**src/rtl/ldpc_sys_encoder_if.sv**
```systemverilog
`timescale 1ns/1ps
// Valid/ready link for ldpc_sys_encoder: K-bit message in, (K+M)-bit codeword out.
interface ldpc_sys_encoder_if #(
  parameter int K = 4,
  parameter int M = 8
);
  // Both channels: a transfer occurs on a rising clk edge where valid and ready are
  // both high; the source holds its data stable while valid is high and ready is low.
  logic         in_valid;
  logic         in_ready;
  logic [K-1:0] in_msg;
  logic           out_valid;
  logic           out_ready;
  logic [K+M-1:0] out_code;

  modport master (
    output in_valid, in_msg, out_ready,
    input  in_ready, out_valid, out_code
  );

  modport slave (
    input  in_valid, in_msg, out_ready,
    output in_ready, out_valid, out_code
  );
endinterface

```
**src/rtl/ldpc_sys_encoder.sv**
```systemverilog
`timescale 1ns/1ps
// Systematic LDPC encoder: codeword = {P*msg over GF(2), msg}.
// Define LDPC_ENC_PARALLEL_EN for single-cycle parity; default is serial column accumulation.
module ldpc_sys_encoder #(
  parameter int K = 4,
  parameter int M = 8,
  parameter logic [M*K-1:0] P_MATRIX = 32'hE51EE477
) (
  input  logic              clk,
  input  logic              rst_n,
  ldpc_sys_encoder_if.slave bus,
  output logic              busy,
  output logic [15:0]       enc_cnt,
  output logic [1:0]        state_dbg
);
  typedef enum logic [1:0] {S_IDLE = 2'd0, S_CALC = 2'd1, S_HOLD = 2'd2} state_t;

  state_t         state, state_nxt;
  logic           accept, load, deliver;
  logic [K-1:0]   msg_r;
  logic [M-1:0]   parity_nxt;
  logic [K+M-1:0] code_r;
  logic           valid_r;

`ifdef LDPC_ENC_PARALLEL_EN
  // Whole parity vector from the captured message in one cycle.
  always_comb begin
    parity_nxt = '0;
    for (int j = 0; j < M; j++) begin
      parity_nxt[j] = ^(P_MATRIX[j*K +: K] & msg_r);
    end
  end

  wire calc_done = 1'b1;
`else
  localparam int CW = $clog2(K);
  localparam logic [CW-1:0] LAST = CW'(K - 1);

  logic [CW-1:0] cnt;
  logic [M-1:0]  acc;
  logic [M-1:0]  col;

  // Column cnt of P is bit cnt of every row.
  always_comb begin
    col = '0;
    for (int j = 0; j < M; j++) begin
      col[j] = P_MATRIX[j*K + int'(cnt)];
    end
    parity_nxt = msg_r[cnt] ? (acc ^ col) : acc;
  end

  wire calc_done = (cnt == LAST);

  always_ff @(posedge clk or negedge rst_n) begin
    if (!rst_n) begin
      cnt <= '0;
      acc <= '0;
    end else if (accept) begin
      cnt <= '0;
      acc <= '0;
    end else if (state == S_CALC) begin
      acc <= parity_nxt;
      if (!calc_done) cnt <= cnt + 1'b1;
    end
  end
`endif

  always_ff @(posedge clk or negedge rst_n) begin
    if (!rst_n) state <= S_IDLE;
    else        state <= state_nxt;
  end

  always_comb begin
    state_nxt = state;
    accept    = 1'b0;
    load      = 1'b0;
    deliver   = 1'b0;
    case (state)
      S_IDLE: if (bus.in_valid) begin
        accept    = 1'b1;
        state_nxt = S_CALC;
      end
      S_CALC: if (calc_done) begin
        load      = 1'b1;
        state_nxt = S_HOLD;
      end
      S_HOLD: if (bus.out_ready) begin
        deliver   = 1'b1;
        state_nxt = S_IDLE;
      end
      default: state_nxt = S_IDLE;
    endcase
  end

  always_ff @(posedge clk or negedge rst_n) begin
    if (!rst_n) begin
      msg_r   <= '0;
      code_r  <= '0;
      valid_r <= 1'b0;
      enc_cnt <= '0;
    end else begin
      if (accept) msg_r <= bus.in_msg;
      if (load) begin
        code_r  <= {parity_nxt, msg_r};
        valid_r <= 1'b1;
      end
      if (deliver) begin
        valid_r <= 1'b0;
        enc_cnt <= enc_cnt + 16'd1;
      end
    end
  end

  // in_ready is forced low while reset is held even though the state is IDLE.
  assign bus.in_ready  = rst_n && (state == S_IDLE);
  assign bus.out_valid = valid_r;
  assign bus.out_code  = code_r;
  assign busy          = (state == S_CALC) || (state == S_HOLD);
  assign state_dbg     = state;
endmodule

```
**src/flat_wrapper.sv**
```systemverilog
// flat-port wrapper written by rule: the top's interface ports become plain ports
module ldpc_sys_encoder_flat 
#(
  parameter int K = 4,
  parameter int M = 8,
  parameter logic [M*K-1:0] P_MATRIX = 32'hE51EE477
)
  (clk, rst_n, busy, enc_cnt, state_dbg, bus_in_valid, bus_in_msg, bus_out_ready, bus_in_ready, bus_out_valid, bus_out_code);
  ldpc_sys_encoder_if #(.K(K), .M(M)) bus_i ();
  input  logic clk;
  input  logic rst_n;
  output logic busy;
  output logic [15:0] enc_cnt;
  output logic [1:0] state_dbg;
  input wire logic [$bits(bus_i.in_valid)-1:0] bus_in_valid;
  input wire logic [$bits(bus_i.in_msg)-1:0] bus_in_msg;
  input wire logic [$bits(bus_i.out_ready)-1:0] bus_out_ready;
  output wire logic [$bits(bus_i.in_ready)-1:0] bus_in_ready;
  output wire logic [$bits(bus_i.out_valid)-1:0] bus_out_valid;
  output wire logic [$bits(bus_i.out_code)-1:0] bus_out_code;
  assign bus_i.in_valid = bus_in_valid;
  assign bus_i.in_msg = bus_in_msg;
  assign bus_i.out_ready = bus_out_ready;
  assign bus_in_ready = bus_i.in_ready;
  assign bus_out_valid = bus_i.out_valid;
  assign bus_out_code = bus_i.out_code;
  ldpc_sys_encoder #(.K(K), .M(M), .P_MATRIX(P_MATRIX)) u_core (.clk(clk), .rst_n(rst_n), .bus(bus_i), .busy(busy), .enc_cnt(enc_cnt), .state_dbg(state_dbg));
endmodule
```
**config.mk**
```make
export PLATFORM = sky130hd
export DESIGN_NAME = ldpc_sys_encoder_flat
export DESIGN_NICKNAME = d
export VERILOG_FILES = /design/src/rtl/ldpc_sys_encoder_if.sv /design/src/rtl/ldpc_sys_encoder.sv /design/src/flat_wrapper.sv
export SDC_FILE = /design/constraint.sdc
export NUM_CORES = 1
export LEC_CHECK = 0
export ABC_AREA = 1
export CELL_PAD_IN_SITES_DETAIL_PLACEMENT = 1
export CELL_PAD_IN_SITES_GLOBAL_PLACEMENT = 1
export CORE_UTILIZATION = 42
export DETAILED_ROUTE_END_ITERATION = 16
export PLACE_DENSITY_LB_ADDON = 0.3
export SLEW_MARGIN = 20
export SYNTH_ARGS = -nofsm -noshare
export SYNTH_HDL_FRONTEND = slang
export SYNTH_SLANG_ARGS = --single-unit
```
**constraint.sdc**
```tcl
create_clock -name clk -period 4.35 [get_ports clk]
set_input_delay 0.87 -clock clk [delete_from_list [all_inputs] [get_ports clk]]
set_output_delay 0.87 -clock clk [all_outputs]
set_load 0.005 [all_outputs]
```
==> reports/summary.md, run 1 <==
The most critical setup path has its startpoint at u_core.state_dbg[1]$_DFFE_PN0P_. The share of total power in the clock network was 0.145. By area the synthesized netlist is led by dfrtp_1, nand2_1, nand3_1.

Yosys printed 0 warnings. The data required time of the worst path is 3480 ps. The repair_antennas step left the layout with diodes totalling 0. Counting flops and latches in the post-synthesis netlist gives 45.

The proportion of total power due to net switching works out to 0.408. In this run the remaining antenna-violating nets after routing total 0. dfrtp_1 takes more of the synthesized area than any other cell. The share of flip-flops with an asynchronous set or reset is 1.00, and the standard-cell row count is 26. Number of nets in the finished design: 321. The total global-route track usage is 0.204. The logs give 258 for the instance count of the mapped netlist and 1.08 mW for the internal power. In this run the standard cell core region covers 5140 um^2.

Summed over all nets, the half-perimeter wirelength after detailed placement is 3770 um. The power density normalized to cell area came out at 646 nW/um^2. The run gives 0 ps as the total negative setup slack. VDD sags by at most 0.000297 V.

The die covers 5640 um^2. The total setup buffers inserted after CTS came out at 0. The detail-routed net length per standard cell is 14.0 um.

The tools report the global-route met2 utilization as 0.342. Final hold violation count: 0. In this run, post-CTS repair resized a total of 0 instances.

The largest incremental delay on the critical path was 490 ps. STA classifies the critical path startpoint as a flip-flop. In the layout the commonest cells are nand2_1, dfrtp_1, clkdlybuf4s50_1. The filler cells instantiated in the layout total 619.

The top-area cell type share of the netlist area is 0.502, and the post-placement cell area is 2730 um^2. Ratio of cells with drive above 1 in the final layout: 0.0789. The number of iterations in the first detailed-routing pass came out at 4. The share of synthesized area occupied by flip-flops and latches is 0.502. The worst hold path passes through 2 cells. For this block, the via count after detailed routing is 1813.

The share of total power in sequential cells came out at 0.374. The tools report the post-detailed-route DRC marker count as 0. The min-delay analysis places its worst path in the category reg2reg. Walking the worst path, the cells encountered are inv_1 -> ha_1 -> nand2_1 -> inv_1 -> clkdlybuf4s50_1. With fillers left out, the area of the finished cells amounts to 2810 um^2.

Worst relative slew slack: 0.577. The analysis attributes to cell leakage a power of 1.41 nW. Setup repair after global routing left no endpoint under its margin. The slowest stage of the critical path is the clkdlybuf4s50_1 cell. Entering global routing, the biggest net connects 46 pins. Setup violations remaining at the end of the flow were counted as 0. Based on the critical path, the design can be clocked at up to 395 MHz. From bottom edge to top edge, the die measures 75.1 um. The wire length after detailed routing was 5240 um; the post-CTS clock slew at the launch and capture registers of the worst setup and hold paths was 80 ps. For the count of H-tree levels built during CTS, the log shows 2. The root buffer cell chosen for the clock tree is clkbuf_8. Between clock sinks in the finished design, the worst skew comes to 4.24 ps. The highest net fanout along the worst path works out to 4. In the synthesized netlist the dominant register cell turns out to be dfrtp_1. The met3 track utilization from global routing came out at 0.0402. TritonCTS built the clock tree.

The run gives 290 ps as the insertion delay of the later-clocked pin in the worst-skew pair. Initial antenna violation count: 0. The leading cell type in the layout, fill and taps excluded was nand2_1. The number of cells on the worst reg-to-reg path is 6. The net load switching power is 742 uW, and the floorplan die width is 75.1 um. Across the run, the number of max-cap violations was 0. The area overhead of the layout relative to synthesis was 25.3%; the data arrival time at the worst-slack endpoint was 1660 ps. The count of flip-flops with a built-in enable after synthesis was 0; the total of buffers placed on input and output ports was 40. The global-route wire length before repair is 8510 um. During I/O placement, the number of pins put on the boundary was 41. Averaged over all synthesized cells, the footprint is 8.70 um^2. Global routing finished with a remaining overflow of 0.

The share of the clock period used by the worst path came out at 0.583. The library cell appearing most often on the critical path is inv_1. In this run, distinct cell masters in the synthesized netlist total 28.

The met1 track demand over resource in global routing came out at 0.270. In this run the cell area of the synthesized design comes to 2240 um^2. The initial standard-cell utilization of the core is 0.437.

The hold path startpoint was u_core.bus.out_code[5]$_DFFE_PN0P_. Critical path capture point type: an output pin. Buffers inserted to repair hold after CTS numbered 0. Buffers inserted during clock tree synthesis total 5. At the pin with the least slew margin, the transition time is 633 ps.

Share of total power in combinational logic: 0.481. The run gives 0.741 as the final RePlAce weighted congestion. The most heavily used metal layer in global routing was met2.

The flow ran to the end, and the final reports show no timing, DRC or antenna violations. Startpoint of the worst register-to-register path: u_core.state_dbg[1]$_DFFE_PN0P_. Counting along the longest clock path gives a buffer depth of 2. Counting every sink on the clock net gives 45.

The first routing iteration left 82 violations. Via count of the first global-routing pass: 1848. The type of the setup path with the least slack was reg2out. The run gives 1.82 mW as the overall power of the completed layout. Counting I/O delays and the setup requirement, the final critical path takes 2530 ps. The detailed-route vias per instance works out to 4.85. The number of pins with negative max-slew slack in the final report was 0; the post-synth net total was 275.
worst max-delay path, delay by kind of cell, from the launching register on:
family        cells  cell delay, ps
fa+ha+maj         1             210
buf+inv           3             660
flops             1             430
simple gates      1              70
flip-flops by register name, summed over array words and instances, names as in the netlist:
signal	flops
u_core.enc_cnt	16
u_core.cnt	2
u_core.state_dbg	2
u_core.msg_r	4
u_core.acc	8
u_core.bus.out_code	12
u_core.bus.out_valid	1
layer usage:
layer / vias to the layer above / share of wire
met1: 882 / 0.47
met3: 4 / 0.030
met5: - / 0
li1: 893 / -
met4: 0 / 0.0080
met2: 34 / 0.49
Yosys cell counts, types with 2 or more instances:
library cell	n
xnor2_1	7
nand2_2	3
o21ai_0	5
xor2_1	12
nand2_1	89
dfrtp_1	45
nor2_2	5
nand3_2	3
nor2_1	10
nand3b_1	2
inv_1	26
ha_1	9
nand4_1	2
nand3_1	26
through the flow:
step / util / cells / setup slack (ps) / hold slack (ps)
final: 0.547 / 374 / 1820 / 483
after global placement: 0.530 / 367 / 1860 / 461
after detailed placement: 0.530 / 367 / 1880 / 464
after CTS: 0.547 / 374 / 1790 / 486
after floorplan: - / 258 / 2520 / 464
after global routing: 0.547 / 374 / 1660 / 518
final timing paths:
check | slack (ps) | endpoint
worst max-delay path | 1820 | bus_in_ready
worst min-delay path | 480 | u_core.bus.out_code[5]$_DFFE_PN0P_
worst max register to register | 2400 | u_core.bus.out_valid$_DFFE_PN0P_
worst min register to register | 480 | u_core.bus.out_code[5]$_DFFE_PN0P_
max in group asynchronous | 3220 | u_core.enc_cnt[11]$_DFFE_PN0P_
min in group asynchronous | 740 | u_core.bus.out_code[10]$_DFFE_PN0P_
power by group through the flow:
stage | clock network [mW] | logic [mW] | registers (mW)
floorplan | 0 | 0.529 | 0.673
CTS | 0.272 | 0.890 | 0.682
global route | 0.285 | 0.994 | 0.702
global placement | 0 | 0.832 | 0.682
detailed placement | 0 | 0.876 | 0.690
finish | 0.263 | 0.874 | 0.681
cells by family after synthesis:
group,synth area share
AO/OA/AOI/OAI,0.0256
XOR/XNOR,0.0741
adder cells (fa/ha/maj),0.0502
buffers and inverters,0.0490
flip-flops,0.502
multiplexers,0.00502
AND/OR/NAND/NOR,0.294
cell type report:
| type | instances | area [um^2] | area share |
|---|---|---|---|
| inverters | 27 | 101 | 0.0360 |
| repair buffers | 41 | 403 | 0.143 |
| clock buffers | 7 | 86.3 | 0.0307 |
| flip-flops and latches | 45 | 1130 | 0.400 |
| well taps | 70 | 87.6 | 0.0311 |
| multi-input cells | 184 | 1010 | 0.359 |
Note: power is estimated with default switching activity, not from simulation.
==> run 2: changes to the inputs <==
--- a/config.mk
+++ b/config.mk
@@ -8,7 +8,7 @@
 export ABC_AREA = 1
 export CELL_PAD_IN_SITES_DETAIL_PLACEMENT = 1
 export CELL_PAD_IN_SITES_GLOBAL_PLACEMENT = 1
-export CORE_UTILIZATION = 42
+export CORE_UTILIZATION = 39
 export DETAILED_ROUTE_END_ITERATION = 16
 export PLACE_DENSITY_LB_ADDON = 0.3
 export SLEW_MARGIN = 20
==> constraint.sdc (replaced) <==
create_clock -name clk -period 2.6 [get_ports clk]
set_input_delay 0.52 -clock clk [delete_from_list [all_inputs] [get_ports clk]]
set_output_delay 0.52 -clock clk [all_outputs]
set_load 0.005 [all_outputs]
==> run 2 against run 1 <==
Effect of this change: clock skew up 3.1 ps; first-iteration DRC count up 6.1%; global-route usage shrank 0.45 points; largest cell class unchanged; highest routed layer unchanged.
==> reports/summary.md, run 2 (synthesized netlist as in run 1, its figures left out) <==
The run finished with clean final reports. For the via total after detailed routing, the log shows 1810 (was 1813). The logs give 87 (was 82) for the number of DRC markers after the initial detailed-route iteration and 7.33 ps (was 4.24 ps) for the worst-case clock skew. The worst hold-check path type is in2async (was reg2reg). The highest net fanout along the worst path came out at 4 (unchanged). For the overall power of the completed layout, the log shows 3.06 mW (was 1.82 mW). The total of buffers placed on input and output ports came out at 40 (unchanged).

The placed wire-length estimate after detailed placement is 3800 um (was 3770 um). The number of flip-flops under the largest register name came out at 16 (unchanged). The largest incremental delay on the critical path is 490 ps (about the same).

For the worst ir drop on vdd, the log shows 0.000686 V (was 0.000297 V). The number of max-cap violations was 0 (unchanged). Cell family contributing the most delay on the critical path: buffers and inverters (unchanged). The number of pins with negative max-slew slack in the final report came out at 0 (unchanged).

The initial antenna violation count was 0 (unchanged); the final RePlAce weighted congestion was 0.733 (was 0.741). The worst relative slew slack is 0.603 (was 0.577). The number of diodes was 0 (unchanged); the CTS sink count was 45 (unchanged). Detail-routed net length per standard cell: 14.1 um (was 14.0 um). The number of iterations in the first detailed-routing pass is 4 (unchanged), and the die height is 77.9 um (was 75.1 um). For the total negative setup slack, the log shows 0 ps (unchanged). Highest-count cells in the layout ignoring fill and taps: nand2_1, dfrtp_1, clkdlybuf4s50_1 (unchanged).

The final hold violation count was 0 (unchanged); the number of nets still failing antenna checks after routing was 0 (unchanged). The data required time of the worst path was 2080 ps (was 3480 ps). For the total global-route track usage, the log shows 0.200 (was 0.204). The area overhead of the layout relative to synthesis is 26.1% (was 25.3%).

For the insertion delay of the later-clocked pin in the worst-skew pair, the log shows 300 ps (was 290 ps). The post-detailed-route DRC marker count is 0 (unchanged). The tools report the root buffer selected by CTS as clkbuf_8 (unchanged). The run gives 2 (unchanged) as the count of H-tree levels built during CTS.

The area enclosed by the die boundary is 6060 um^2 (was 5640 um^2). Floorplan die width: 77.9 um (was 75.1 um). The type of the setup path with the least slack was reg2out (unchanged). The ratio of cells with drive above 1 in the final layout works out to 0.0850 (was 0.0789). The residual overflow from global routing was 0 (unchanged). Cell chain of the critical path: inv_1 -> ha_1 -> nand2_1 -> inv_1 -> clkdlybuf4s50_1 (unchanged). For the number of buffers added by the clock tree synthesis step, the log shows 5 (unchanged).

The leading cell type in the layout, fill and taps excluded was nand2_1 (unchanged). The detailed-route vias per instance works out to 4.79 (was 4.85). The tools report the total setup buffers inserted after CTS as 0 (unchanged). TritonCTS built the clock tree. The run gives 0 (unchanged) as the number of gates given a new drive strength after cts. The tools report the number of placed I/O pins as 41 (unchanged). The kind of launch point of the worst setup path is a flip-flop (unchanged). The number of buffers on the longest clock path is 2 (unchanged). The tools report the wire length after detailed routing as 5340 um (was 5240 um).

The tools report the pin count of the biggest net entering global routing as 46 (unchanged). The library cell appearing most often on the critical path was inv_1 (unchanged). The combined buffer and inverter count along the critical path is 3 (unchanged), and the initial standard-cell utilization of the core is 0.405 (was 0.437). The final period demand of the worst path came out at 2190 ps.

The total of hold buffers inserted after clock tree synthesis is 0 (unchanged), and the power density normalized to cell area is 1080 nW/um^2 (was 646 nW/um^2). Based on the critical path, the design can be clocked at up to 457 MHz. The post-CTS clock slew at the launch and capture registers of the worst setup and hold paths was 80 ps (about the same); the global-route wire length before repair was 9230 um (was 8510 um).

The measured slew at the worst slew-check pin was 596 ps (was 633 ps); the via count of the first global-routing pass was 1909 (was 1848). The number of nets in the finished design was 323 (was 321). The area of the core region was 5540 um^2 (was 5140 um^2). The register with the highest flop count is u_core.enc_cnt (unchanged).

The logs give 0 (unchanged) for the total of endpoints with negative setup slack in the final report and 0.511 (was 0.547) for the final core area utilization. The run gives 1.42 nW (was 1.41 nW) as the static leakage. Worst-path cell with the longest stage delay: clkdlybuf4s50_1 (unchanged). The run gives 1670 ps (was 1660 ps) as the data arrival time at the worst-slack endpoint.

Setup repair after global routing left no endpoint under its margin. The critical path capture point type was an output pin (unchanged). The standard-cell row count came out at 27 (was 26). The share of the clock period used by the worst path is 0.842.
==> run 2: final timing paths <==
kind                                               startpoint                                  to  slack [ps]  cells after the start
setup / recovery              u_core.state_dbg[0]$_DFFE_PN0P_                        bus_in_ready         410                      5
hold / removal                                          rst_n      u_core.enc_cnt[13]$_DFFE_PN0P_         400                      2
setup reg to reg              u_core.state_dbg[0]$_DFFE_PN0P_           u_core.acc[3]$_DFFE_PN0P_         900                      7
hold reg to reg            u_core.bus.out_code[7]$_DFFE_PN0P_  u_core.bus.out_code[7]$_DFFE_PN0P_         480                      2
max in group asynchronous                               rst_n           u_core.acc[2]$_DFFE_PN0P_        1810                      2
min in group clk           u_core.bus.out_code[7]$_DFFE_PN0P_  u_core.bus.out_code[7]$_DFFE_PN0P_         480                      2
==> run 2: metrics by stage <==
stage / hold WS, ps / worst slack (ps) / std cells / instance area (um^2)
finish: 396 / 412 / 378 / 2830
floorplan: 224 / 1180 / 258 / 2240
detailed placement: 467 / 635 / 371 / 2740
CTS: 405 / 399 / 378 / 2830
global route: 424 / 318 / 378 / 2830
global placement: 461 / 714 / 371 / 2740
==> run 2: where the power goes <==
part | internal (mW) | switching [mW] | total, mW
Combinational | 0.668 | 0.804 | 1.47
Sequential | 0.939 | 0.207 | 1.15
Clock | 0.211 | 0.231 | 0.443
Total | 1.82 | 1.24 | 3.06
==> run 2: worst register-to-register path, delay by kind of cell (launching register included) <==
family	cells	cell delay (ps)
adders and majority gates	1	240
and+or+nand+nor	4	760
buffers and inverters	2	230
DFF	1	390
==> run 2: cell type report <==
type | instances | area [um^2]
Sequential cell | 45 | 1130
Inverter | 27 | 101
Timing Repair Buffer | 43 | 418
Clock buffer | 7 | 86.3
Tap cell | 72 | 90.1
Fill cell | 671 | 2710
Multi-Input combinational cell | 184 | 1010
==> run 2: metal layers <==
metal | global-route usage | part of all wire
met2 | 0.350 | 0.49
met5 | 0 | 0
met1 | 0.249 | 0.47
met4 | 0.0623 | 0.014
met3 | 0.0353 | 0.028
==> run 3: changes to the inputs <==
--- a/config.mk
+++ b/config.mk
@@ -8,7 +8,7 @@
 export ABC_AREA = 1
 export CELL_PAD_IN_SITES_DETAIL_PLACEMENT = 1
 export CELL_PAD_IN_SITES_GLOBAL_PLACEMENT = 1
-export CORE_UTILIZATION = 39
+export CORE_UTILIZATION = 35
 export DETAILED_ROUTE_END_ITERATION = 16
 export PLACE_DENSITY_LB_ADDON = 0.3
 export SLEW_MARGIN = 20
==> constraint.sdc (replaced) <==
create_clock -name clk -period 1.9 [get_ports clk]
set_input_delay 0.38 -clock clk [delete_from_list [all_inputs] [get_ports clk]]
set_output_delay 0.38 -clock clk [all_outputs]
set_load 0.005 [all_outputs]
==> run 3 against run 2 <==
Effect of this change: clock skew decreased by 0.79 ps; wire length decreased by 1.4%; non-clock buffer count increased by 6; power increased by 39%; final area increased by 1.7%; worst setup slack got worse by 350 ps; sequential power increased by 35%; hold slack got worse by 200 ps; combinational power increased by 45%; utilization decreased by 3.6 points; largest power group unchanged.
==> reports/summary.md, run 3 (synthesized netlist as in run 1, its figures left out) <==
Capture instance of the worst register-to-register path: u_core.enc_cnt[13]$_DFFE_PN0P_ (was u_core.acc[3]$_DFFE_PN0P_). For the number of buffers added by the clock tree synthesis step, the log shows 5 (unchanged). The highest net fanout along the worst path is 2 (was 4), and the area of the core region is 6060 um^2 (was 5540 um^2). The area overhead of the layout relative to synthesis came out at 28.2% (was 26.1%). The ratio of cells with drive above 1 in the final layout was 0.113 (was 0.0850); the via count of the first global-routing pass was 1943 (was 1909). Setup repair after global routing left no endpoint under its margin. The startpoint of the worst register-to-register path was u_core.state_dbg[0]$_DFFE_PN0P_ (unchanged). The power density normalized to cell area was 1470 nW/um^2 (was 1080 nW/um^2); the number of pins with negative max-slew slack in the final report was 0 (unchanged). The tools report the kind of launch point of the worst setup path as a flip-flop (unchanged).

The initial antenna violation count is 0 (unchanged). The run finished with clean final reports. The routed design could run at a clock period as short as 1840 ps. The run gives 0 (unchanged) as the total of endpoints with negative setup slack in the final report. Worst reg-to-reg path cell count: 8 (was 7).

The total of hold buffers inserted after clock tree synthesis is 0 (unchanged). The data arrival time at the worst-slack endpoint is 1460 ps (was 1670 ps). The via total after detailed routing is 1844 (was 1810), and the number of max-cap violations is 0 (unchanged). The total global-route track usage is 0.184 (was 0.200), and the count of H-tree levels built during CTS is 2 (unchanged).

Cell family contributing the most delay on the critical path: buffers and inverters (unchanged). The total negative setup slack came out at 0 ps (unchanged). The tools report the critical path capture point type as an output pin (unchanged). The worst ir drop on vdd is 0.000747 V (was 0.000686 V). The residual overflow from global routing is 0 (unchanged), and the worst-case clock skew is 6.54 ps (was 7.33 ps). The final core area utilization was 0.475 (was 0.511); the data required time of the worst path was 1520 ps (was 2080 ps). Combined buffer and inverter count along the critical path: 2 (was 3). The number of diodes was 0 (unchanged); the top achievable clock speed was 543 MHz.

The number of iterations in the first detailed-routing pass came out at 2 (was 4). For the wire length after detailed routing, the log shows 5270 um (was 5340 um). The detail-routed net length per standard cell came out at 13.6 um (was 14.1 um). The final RePlAce weighted congestion is 0.719 (was 0.733). The total of buffers placed on input and output ports is 40 (unchanged).

The register with the highest flop count is u_core.enc_cnt (unchanged). The post-detailed-route DRC marker count came out at 0 (unchanged). The fill cell instance count of the final layout is 722 (was 671). The run gives 199 ps (was 396 ps) as the final worst hold slack. The number of nets in the finished design is 329 (was 323).

For the number of nets still failing antenna checks after routing, the log shows 0 (unchanged). TritonCTS built the clock tree. The leading cell type in the layout, fill and taps excluded is nand2_1 (unchanged). Total placed cells including tap cells: 376 (was 371). The number of placed I/O pins came out at 41 (unchanged). The worst setup slack for register-to-register paths is 220 ps (was 900 ps).

For the final standard cell count with taps included and fillers excluded, the log shows 386 (was 378). For the number of buffers on the longest clock path, the log shows 2 (unchanged). The run gives 300 ps (about the same) as the insertion delay of the later-clocked pin in the worst-skew pair. The share of the clock period used by the worst path was 0.968; the final hold violation count was 0 (unchanged). The worst relative slew slack was 0.611 (was 0.603); the area of all placed cells without fillers was 2880 um^2 (was 2830 um^2). The static leakage was 1.45 nW (was 1.42 nW). Number of DRC markers after the initial detailed-route iteration: 96 (was 87). The post-CTS clock slew at the launch and capture registers of the worst setup and hold paths came out at 90 ps (was 80 ps). The pin count of the biggest net entering global routing is 46 (unchanged). The largest incremental delay on the critical path was 490 ps (about the same); the post-placement cell area was 2760 um^2 (was 2740 um^2). The type of the setup path with the least slack was reg2out (unchanged). Standard-cell row count: 28 (was 27). The worst-path cell with the longest stage delay is clkdlybuf4s50_1 (unchanged). The CTS sink count was 45 (unchanged). The die height is 82.1 um (was 77.9 um). The detailed-route vias per instance is 4.78 (was 4.79). The worst hold-check path type was in2async (unchanged). Cell chain of the critical path: inv_2 -> ha_4 -> clkdlybuf4s50_1 (was inv_1 -> ha_1 -> nand2_1 -> inv_1 -> clkdlybuf4s50_1). For the placed wire-length estimate after detailed placement, the log shows 3700 um (was 3800 um). Initial standard-cell utilization of the core: 0.370 (was 0.405). The area enclosed by the die boundary came out at 6740 um^2 (was 6060 um^2). The measured slew at the worst slew-check pin is 584 ps (was 596 ps). Global-route wire length before repair: 9240 um (was 9230 um). The number of flip-flops under the largest register name is 16 (unchanged), and the floorplan die width is 82.1 um (was 77.9 um). Highest-count cells in the layout ignoring fill and taps: nand2_1, dfrtp_1, clkdlybuf4s50_1 (unchanged). The root buffer selected by CTS was clkbuf_8 (unchanged).
[run 3: how the worst max path moves through the flow]
stage	startpoint	end	cells past startpoint
finish	u_core.state_dbg[0]$_DFFE_PN0P_	busy	3
global route	u_core.state_dbg[0]$_DFFE_PN0P_	u_core.enc_cnt[13]$_DFFE_PN0P_	8
CTS	u_core.state_dbg[1]$_DFFE_PN0P_	busy	3
detailed placement	bus_out_ready	u_core.enc_cnt[13]$_DFFE_PN0P_	6
global placement	bus_out_ready	u_core.enc_cnt[13]$_DFFE_PN0P_	6
floorplan	u_core.state_dbg[0]$_DFFE_PN0P_	u_core.enc_cnt[12]$_DFFE_PN0P_	9
[run 3: final cells by class]
cell class              instances  area [um^2]  area share
well taps                      75         93.8      0.0326
clock buffers                   5         68.8      0.0239
flip-flops and latches         45         1130       0.391
inverters                      27          101      0.0352
clock inverters                 1         5.00     0.00174
multi-input cells             184         1020       0.355
repair buffers                 49          462       0.160
[run 3: metal layers]
metal,vias up,GRT usage,wire [um]
li1,911,-,-
met1,897,0.236,2520
met2,30,0.305,2510
met3,6,0.0422,174
met4,0,0.0596,65
met5,-,0,0
[run 3: timing repair]
action                     CTS  global route
gates resized for setup      5             0
buffers inserted             4             0
setup endpoints to repair    2             0
[run 3: metrics by stage]
stage	setup slack (ps)	total power [mW]
2_1_floorplan	480	2.75
3_3_place_gp	180	3.56
3_5_place_dp	88.5	3.63
4_1_cts	51.6	4.31
5_1_grt	11.3	4.65
6_report	59.9	4.24
[run 3: power by group]
part | internal (mW) | switching [mW]
Clock | 0.243 | 0.322
Sequential | 1.29 | 0.260
Combinational | 1.00 | 1.13
